$ cat config.mk
export PLATFORM = sky130hd
export DESIGN_NAME = noc_inject_arbiter
export DESIGN_NICKNAME = d
export VERILOG_FILES = /design/src/rtl/noc_inject_arbiter.sv
export SDC_FILE = /design/constraint.sdc
export NUM_CORES = 1
export LEC_CHECK = 0
export ABC_AREA = 1
export BUFFER_PORTS_ARGS = -buffer_cell sky130_fd_sc_hd__buf_2
export CORE_MARGIN = 8
export CORE_UTILIZATION = 35
export DETAILED_ROUTE_END_ITERATION = 7
export PLACE_DENSITY = 0.71
export SLEW_MARGIN = 20
export SYNTH_ARGS = -nofsm -noshare
export SYNTH_HDL_FRONTEND = slang
export SYNTH_SLANG_ARGS = --single-unit
$ cat constraint.sdc
create_clock -name clk_noc -period 3 [get_ports clk_noc]
set_clock_uncertainty 0.1 [all_clocks]
set_input_delay 0.15 -clock clk_noc [delete_from_list [all_inputs] [get_ports clk_noc]]
set_output_delay 0.15 -clock clk_noc [all_outputs]
set_load 0.01 [all_outputs]
$ cat src/rtl/noc_inject_arbiter.sv
// Credit-gated N:1 flit injection mux for router port 0.
// Arbitration is round-robin per packet, and a packet holds the output until its tail flit is sent.
//
// state  | meaning
// IDLE   | no packet owns the output; the next valid channel after rr_ptr is granted
// LOCKED | channel lock_ch is mid-packet and is the only channel allowed to send
module noc_inject_arbiter #(
   parameter int NUM_CHANNELS      = 4,
   parameter int FLIT_WIDTH        = 32,
   parameter int DEST_WIDTH        = 6,
   parameter int FLIT_BUFFER_DEPTH = 4,
   parameter int CREDIT_WIDTH      = $clog2(FLIT_BUFFER_DEPTH + 1)
) (
   input  logic                                       clk_noc,
   input  logic                                       rst_noc,
   input  logic [0:NUM_CHANNELS-1][FLIT_WIDTH-1:0]    ch_data_in,
   input  logic [0:NUM_CHANNELS-1][DEST_WIDTH-1:0]    ch_dest_in,
   input  logic [0:NUM_CHANNELS-1]                    ch_is_tail_in,
   input  logic [0:NUM_CHANNELS-1]                    ch_valid,
   output logic [0:NUM_CHANNELS-1]                    ch_ready,
   output logic [FLIT_WIDTH-1:0]                      data_out,
   output logic [DEST_WIDTH-1:0]                      dest_out,
   output logic                                       is_tail_out,
   output logic                                       send_out,
   input  logic                                       credit_in,
   output logic [CREDIT_WIDTH-1:0]                    credit_count,
   output logic                                       err_credit_overflow
);

   localparam int CH_W = (NUM_CHANNELS > 1) ? $clog2(NUM_CHANNELS) : 1;
   localparam logic [CH_W-1:0]         LAST_CH    = CH_W'(NUM_CHANNELS - 1);
   localparam logic [CREDIT_WIDTH-1:0] FULL_CRED  = CREDIT_WIDTH'(FLIT_BUFFER_DEPTH);
   localparam logic [CREDIT_WIDTH-1:0] ONE_CRED   = CREDIT_WIDTH'(1);

   typedef enum logic {IDLE, LOCKED} state_t;

   state_t          state_q, state_d;
   logic [CH_W-1:0] rr_ptr_q, rr_ptr_d;
   logic [CH_W-1:0] lock_ch_q, lock_ch_d;
   logic [CH_W-1:0] grant_ch;
   logic [CH_W-1:0] sel_ch;
   logic            grant_found;
   logic            have_credit;
   logic            accept;
   logic            sel_tail;

   // Search upward from the channel after rr_ptr, wrapping at NUM_CHANNELS.
   always_comb begin : rr_search
      int              idx;
      logic [CH_W-1:0] cand;
      idx         = 0;
      cand        = '0;
      grant_ch    = '0;
      grant_found = 1'b0;
      for (int i = 1; i <= NUM_CHANNELS; i++) begin
         idx = int'(rr_ptr_q) + i;
         if (idx >= NUM_CHANNELS) idx = idx - NUM_CHANNELS;
         cand = CH_W'(idx);
         if (!grant_found && ch_valid[cand]) begin
            grant_found = 1'b1;
            grant_ch    = cand;
         end
      end
   end

   assign sel_ch      = (state_q == LOCKED) ? lock_ch_q : grant_ch;
   assign have_credit = (credit_count != '0);
   assign accept      = ch_valid[sel_ch] & ch_ready[sel_ch];
   assign sel_tail    = ch_is_tail_in[sel_ch];

   always_comb begin
      state_d   = state_q;
      rr_ptr_d  = rr_ptr_q;
      lock_ch_d = lock_ch_q;
      ch_ready  = '0;
      // Gate on the registered count only, so credit_in never reaches ch_ready.
      if (!rst_noc && have_credit && ((state_q == LOCKED) || grant_found))
         ch_ready[sel_ch] = 1'b1;
      case (state_q)
         IDLE: begin
            if (accept) begin
               rr_ptr_d = sel_ch;
               if (!sel_tail) begin
                  state_d   = LOCKED;
                  lock_ch_d = sel_ch;
               end
            end
         end
         LOCKED: begin
            if (accept && sel_tail) state_d = IDLE;
         end
         default: state_d = IDLE;
      endcase
   end

   always_ff @(posedge clk_noc or posedge rst_noc) begin
      if (rst_noc) begin
         state_q   <= IDLE;
         rr_ptr_q  <= LAST_CH;
         lock_ch_q <= '0;
      end else begin
         state_q   <= state_d;
         rr_ptr_q  <= rr_ptr_d;
         lock_ch_q <= lock_ch_d;
      end
   end

   // A credit arriving with the buffer already full saturates and latches the error.
   always_ff @(posedge clk_noc or posedge rst_noc) begin
      if (rst_noc) begin
         credit_count        <= FULL_CRED;
         err_credit_overflow <= 1'b0;
      end else if (accept && !credit_in) begin
         credit_count <= credit_count - ONE_CRED;
      end else if (credit_in && !accept) begin
         if (credit_count == FULL_CRED) err_credit_overflow <= 1'b1;
         else                           credit_count        <= credit_count + ONE_CRED;
      end
   end

   always_ff @(posedge clk_noc or posedge rst_noc) begin
      if (rst_noc) begin
         send_out    <= 1'b0;
         data_out    <= '0;
         dest_out    <= '0;
         is_tail_out <= 1'b0;
      end else begin
         send_out <= accept;
         if (accept) begin
            data_out    <= ch_data_in[sel_ch];
            dest_out    <= ch_dest_in[sel_ch];
            is_tail_out <= sel_tail;
         end
      end
   end

endmodule
**After elaboration in Yosys (flattened, before gate mapping)**

Cells that the tools add are included.

- $add $sub $neg: 10
- Magnitude comparators: 10
- Equality and inequality tests: 2
- Muxes and demuxes: 50
- Bitwise gates (word level): 9
- Reduce and logical (&&, ||, !) cells: 22

Operators by type and width:

| kind | count |
|---|---|
| binary-select mux 32 bit (select 2 bit) | 1 |
| two-way mux 32 bit | 2 |
| greater-or-equal comparator 3 bit (second input constant) | 8 |
| two-way mux 1 bit | 22 |
| two-way mux 2 bit | 9 |
| NOT 2 -> 3 bit | 5 |
| binary-select mux 1 bit (select 2 bit) | 7 |
| binary-select mux 6 bit (select 2 bit) | 1 |
| two-way mux 6 bit | 2 |
| logical AND 1 bit | 9 |
| two-way mux 3 bit | 3 |
| subtractor 2 x 1 -> 2 bit (second input constant) | 4 |
| adder 2 x 2 -> 3 bit (second input constant) | 2 |
| logical NOT 1 bit | 6 |
| AND reduction 3 bit | 2 |
| adder 2 x 3 -> 4 bit (second input constant) | 1 |
| greater-or-equal comparator 4 x 3 -> 1 bit (second input constant) | 1 |
| two-way mux 4 bit | 1 |
| AND reduction 2 bit | 2 |
| adder 2 x 1 -> 3 bit (second input constant) | 1 |
| adder 3 x 1 -> 3 bit (second input constant) | 1 |
| == test 3 bit (second input constant) | 1 |
| less-than comparator 3 x 1 -> 1 bit (second input constant) | 1 |
| NOT 1 bit | 3 |
| other kinds (8) | 8 |

- Flip-flop bits (word level): 49
- Input bits: 163
- Output and inout port bits: 48
- Word-level logic and storage cells: 112

**Depth between registers and ports, before layout**

- Depth in word-level cells: 32
- Depth in mapped cells: 23
- Depth with buffers taken out: 21

**Least setup slack after synthesis**

No wires, ideal clock.

- Kind: in2reg
- Start point: input port rst_noc
- End point: register credit_count[2]
- Library setup time: 0.081 ns
- Arrival: 3.138 ns
- Data required time: 2.819 ns
- Setup slack: -0.318 ns
- Stages on the path: 10
- Buffers on the path: 1
- Cells stage by stage: inv_1 -> nand3_1 -> nor2_8 -> buf_6 -> ha_1 -> inv_1 -> fa_1 -> xnor2_1 -> nand3_1 -> xor2_1

- Longest elaborated chain between the ends: 12
- Elaborated cells between the ends (all ways): 15
- Classes of those cells: 1 x eq/ne; 5 x mux; 1 x bitwise; 8 x reduce/logical

RTL lines:

| what | line | source |
|---|---|---|
| from (decl) | 15 | `input logic rst_noc,` |
| logical NOT 1 bit (no line) (*) | n/a |  |
| logical AND 1 bit (*) (2 in a row) | 77 | `if (!rst_noc && have_credit && ((state_q == LOCKED) \|\| grant_found))` |
| two-way mux 4 bit (*) | 77 |  |
| binary-select mux 1 bit (select 2 bit) (*) | 68 | `assign accept = ch_valid[sel_ch] & ch_ready[sel_ch];` |
| two-way mux 1 bit (implied by the code) (*) (2 in a row) | 68 |  |
| AND 1 bit (*) | 68 |  |
| net accept | 44 | `logic accept;` |
| logical NOT 1 bit | 115 | `end else if (credit_in && !accept) begin` |
| logical AND 1 bit | 115 |  |
| nonzero test 2 bit (no line) | n/a |  |
| AND reduction 2 bit (no line) | n/a |  |
| to (signal assigned) | 114 | `credit_count <= credit_count - ONE_CRED;` |
| to (signal assigned) | 117 | `else credit_count <= credit_count + ONE_CRED;` |
| to (decl) | 26 | `output logic [CREDIT_WIDTH-1:0] credit_count,` |

The timed path passes the listed nets; every way through them passes the cells marked *. The select of a mux whose other input is x is not followed.
A chain may end at the register's enable or synchronous reset.

**Worst setup path in the final report**

- Start point: register rr_ptr_q[0]
- End point: register credit_count[2]

- Longest elaborated chain between the ends: 32
- Elaborated cells between the ends (all ways): 70
- Classes of those cells: 8 x add/sub; 6 x order compare; 1 x eq/ne; 35 x mux; 6 x bitwise; 14 x reduce/logical

RTL lines:

| what | line | source |
|---|---|---|
| from (decl) | 38 | `logic [CH_W-1:0] rr_ptr_q, rr_ptr_d;` |
| from (signal assigned) | 103 | `rr_ptr_q <= rr_ptr_d;` |
| adder 2 x 1 -> 3 bit | 56 | `idx = int'(rr_ptr_q) + i;` |
| greater-or-equal comparator 3 bit / subtractor 2 x 1 -> 2 bit (equally long branches) | 57 | `if (idx >= NUM_CHANNELS) idx = idx - NUM_CHANNELS;` |
| two-way mux 2 bit | 57 |  |
| NOT 2 -> 3 bit (implied by the code) | 59 | `if (!grant_found && ch_valid[cand]) begin` |
| binary-select mux 1 bit (select 2 bit) | 59 |  |
| two-way mux 1 bit (implied by the code) (2 in a row) | 59 |  |
| two-way mux 1 bit | 59 |  |
| logical NOT 1 bit | 59 |  |
| (+14 left out) | n/a |  |
| two-way mux 4 bit | 77 |  |
| binary-select mux 1 bit (select 2 bit) | 68 |  |
| two-way mux 1 bit (implied by the code) (2 in a row) | 68 |  |
| AND 1 bit (*) | 68 |  |
| logical NOT 1 bit | 115 |  |
| logical AND 1 bit | 115 |  |
| nonzero test 2 bit (no line) | n/a |  |
| AND reduction 2 bit (no line) | n/a |  |

Mark *: on every way between the ends. The rest lies on a longest branch, timed or not. The select of a mux whose other input is x is not followed.

==> reports/results.tsv <==
metric	value	unit
core area	9240	sq um
hold slack final	0.0523	ns
first-pass iteration count of the detailed router	4	
Worst Max-Slew Pin Slew	0.633	ns
launch point of the worst path	rr_ptr_q[0]$_DFFE_PP1P_	
Post-synth top flop	dfrtp_1	
# nets final	903	
crit-path max cell delay	0.63	ns
DIE WIDTH	113	um
Top delay family on crit path	simple AND/OR/NAND/NOR gates	
commonest non-fill, non-tap cell in the layout	nand2_1	
Congestion Overflow GR	0	
Max Slew Vio Count	0	
Total GRT Usage	19.2	%
Ys Warns	0	
DP HPWL	9880	um
RR Startpoint	rr_ptr_q[0]$_DFFE_PP1P_	
crit path DAT	3.19	ns
area delta synth->final	46.8	%
most frequent cells in the layout	314 x nand2_1, 210 x buf_2, 46 x dfrtp_1	
number of buffers added on ports	210	
drt via density	4.86	
Max rail drop VDD	0.585	mV
crit end category	register	
most used cell along the critical path	nor2_4	
Tmin final	3.06	ns
nature of the critical path startpoint	register	
initial core utilization	36.0	%
Worst Path Required	3.13	ns
Rows	35	
Mapped Avg Cell Area	6.44	sq um
failing checks	negative setup slack	
Synth top area share	37.0	%
routed via count	4211	
vias in the first global route	4477	
Die H	113	um
cell area after synthesis	3320	sq um
Ports	211	
post-synthesis sequential area ratio	37.0	%
ANT cells	0	
root buf cell	clkbuf_8	
Area contributors post-synth	nand2_1 37%, dfrtp_1 35%, nand4_1 7.9%	
initial antenna violation count	0	
final setup vio count	1	
DR DRC count	0	
Buf/Inv on CP	2	
fin crit share	102	%
CTS Buf Count	5	
number of hold violations in the final report	0	
Hold Path Class	primary input to register	
Syn Nets	682	
worst setup margin	-0.0590	ns
die area	12900	sq um
Clock Tree Buf Depth	2	
Async S/R FF share, synth	100	%
max-cap violations	0	
Finished Cell Area	4880	sq um
Hold Startpoint	ch_data_in[123]	
CP Class	register to register	
worst-path cell chain	inv_4, nand2_1, nand2_1, nand2_1, nand2_2, nor2_4, nand3_2, nand2_4, nor2_4, nor2_4, nand3_2, nand2_2, nor2_4, nor2_8, ha_4, inv_2, fa_2, xnor2_2, nand3_1, xor2_1	
# H-tree levels	2	
later-pin clock latency in the skew report	0.29	ns
Yosys reg bits	49	
DRT Wirelength	12600	um
status	finished, violations left	
GPL Wtd Cong	0.864	
ANT nets after route	0	
Sink Count	49	
post-layout util	52.8	%
TritonCTS clock tree	yes	
drt first-iter violations	207	
Crit-path slowest cell	dfstp_2	
Worst slew margin	57.8	%
crit-path max FO	8	
global-route wire length before repair	20300	um
Placed Area	4570	sq um
largest net degree at the start of global routing	50	
Mapped Cells	516	
RSZ-0062 raised after global routing	true	
layout cells sized above 1	40.2	%
cell taking the most area after synthesis	nand2_1	
leakage power	0.00276	uW
count of cell types in the netlist	27	
pwr/cell area	1240	nW/um^2
fmax	327	MHz
DR WL/cell	14.5	um
Post-synth EDFFs	0	
Clk pin slew, worst setup/hold paths	0.09	ns
Place WS	-0.128	ns
final timing paths:
check | end | slack (ns) | cells past startpoint
worst max register to register | credit_count[2]$_DFFE_PP1P_ | -0.06 | 20
worst min register to register | data_out[0]$_DFFE_PP0N_ | 0.38 | 2
min in group asynchronous | credit_count[1]$_DFFE_PP0P_ | 0.49 | 4
max in group asynchronous | data_out[7]$_DFFE_PP0N_ | 1.88 | 4
worst max-delay path | credit_count[2]$_DFFE_PP1P_ | -0.06 | 20
worst min-delay path | data_out[27]$_DFFE_PP0N_ | 0.05 | 5
repair_timing:
action / 4_1_cts / 5_1_grt
setup buffers: 9 / 4
hold buffers: 1 / 0
setup endpoints to repair: 2 / 43
endpoints found under the hold margin: 46 / 0
resized for setup: 11 / 13
pin swaps: 10 / 9
state kept, by name, indices dropped and copies added (netlist names), named ones only:
register	flops
rr_ptr_q	2
data_out	32
err_credit_overflow	1
credit_count	3
is_tail_out	1
dest_out	6
send_out	1
lock_ch_q	2
stage by stage:
step,instances,TNS [ns],power (uW)
5_1_grt,867,-0.790,6650
2_1_floorplan,516,-0.0918,4050
6_report,867,-0.0590,6040
3_3_place_gp,845,0,5190
3_5_place_dp,845,-0.132,5320
4_1_cts,863,-0.0163,5940
cells by family (layout without fill, tap and decap cells):
group	after synthesis	after routing	share of synthesized area (%)
compound gates	7	7	1.96
xor+xnor	3	3	0.791
fa+ha+maj	3	3	1.36
buf+inv	44	266	7.04
flops	49	49	37.0
simple gates	410	410	51.8
Yosys cell counts, types with 3 or more instances:
cell	count
nor2_4	3
nor2_1	10
buf_4	6
clkbuf_1	4
dfrtp_1	46
nand2_1	328
nand4_1	42
buf_2	11
nand3_1	16
nand2_2	4
inv_1	15
nor3_1	4
buf_6	4
inv_2	3
dfstp_2	3
worst reg2reg max path, delay by kind of cell, from the launching register on:
family	cells	cell delay [ns]
flops	1	0.63
xor+xnor	2	0.30
fa+ha+maj	2	0.50
simple gates	14	1.35
buf+inv	2	0.13
power breakdown:
group / switching, uW / total, uW / internal, uW
registers: 187 / 1180 / 992
logic: 2740 / 4440 / 1690
clock network: 212 / 421 / 209
total: 3140 / 6040 / 2900
routing by layer:
metal / global-route usage (%) / vias up / part of all wire (%) / routed length (um)
met4: 7.90 / 0 / 3.2 / 399
met5: 0 / - / 0 / 0
met1: 20.4 / 1917 / 39 / 4870
met3: 5.60 / 34 / 7.5 / 946
met2: 34.6 / 196 / 51 / 6360
li1: - / 2064 / - / -
cell type report:
class | count | area, sq um
inverter | 19 | 77.6
multi-input combinational | 423 | 2010
timing repair buffer | 239 | 1300
clock inverter | 1 | 5.00
clock buffer | 7 | 96.3
sequential | 49 | 1230
fill | 916 | 4360
tap | 129 | 161
Power figures use the tool's default switching activity.
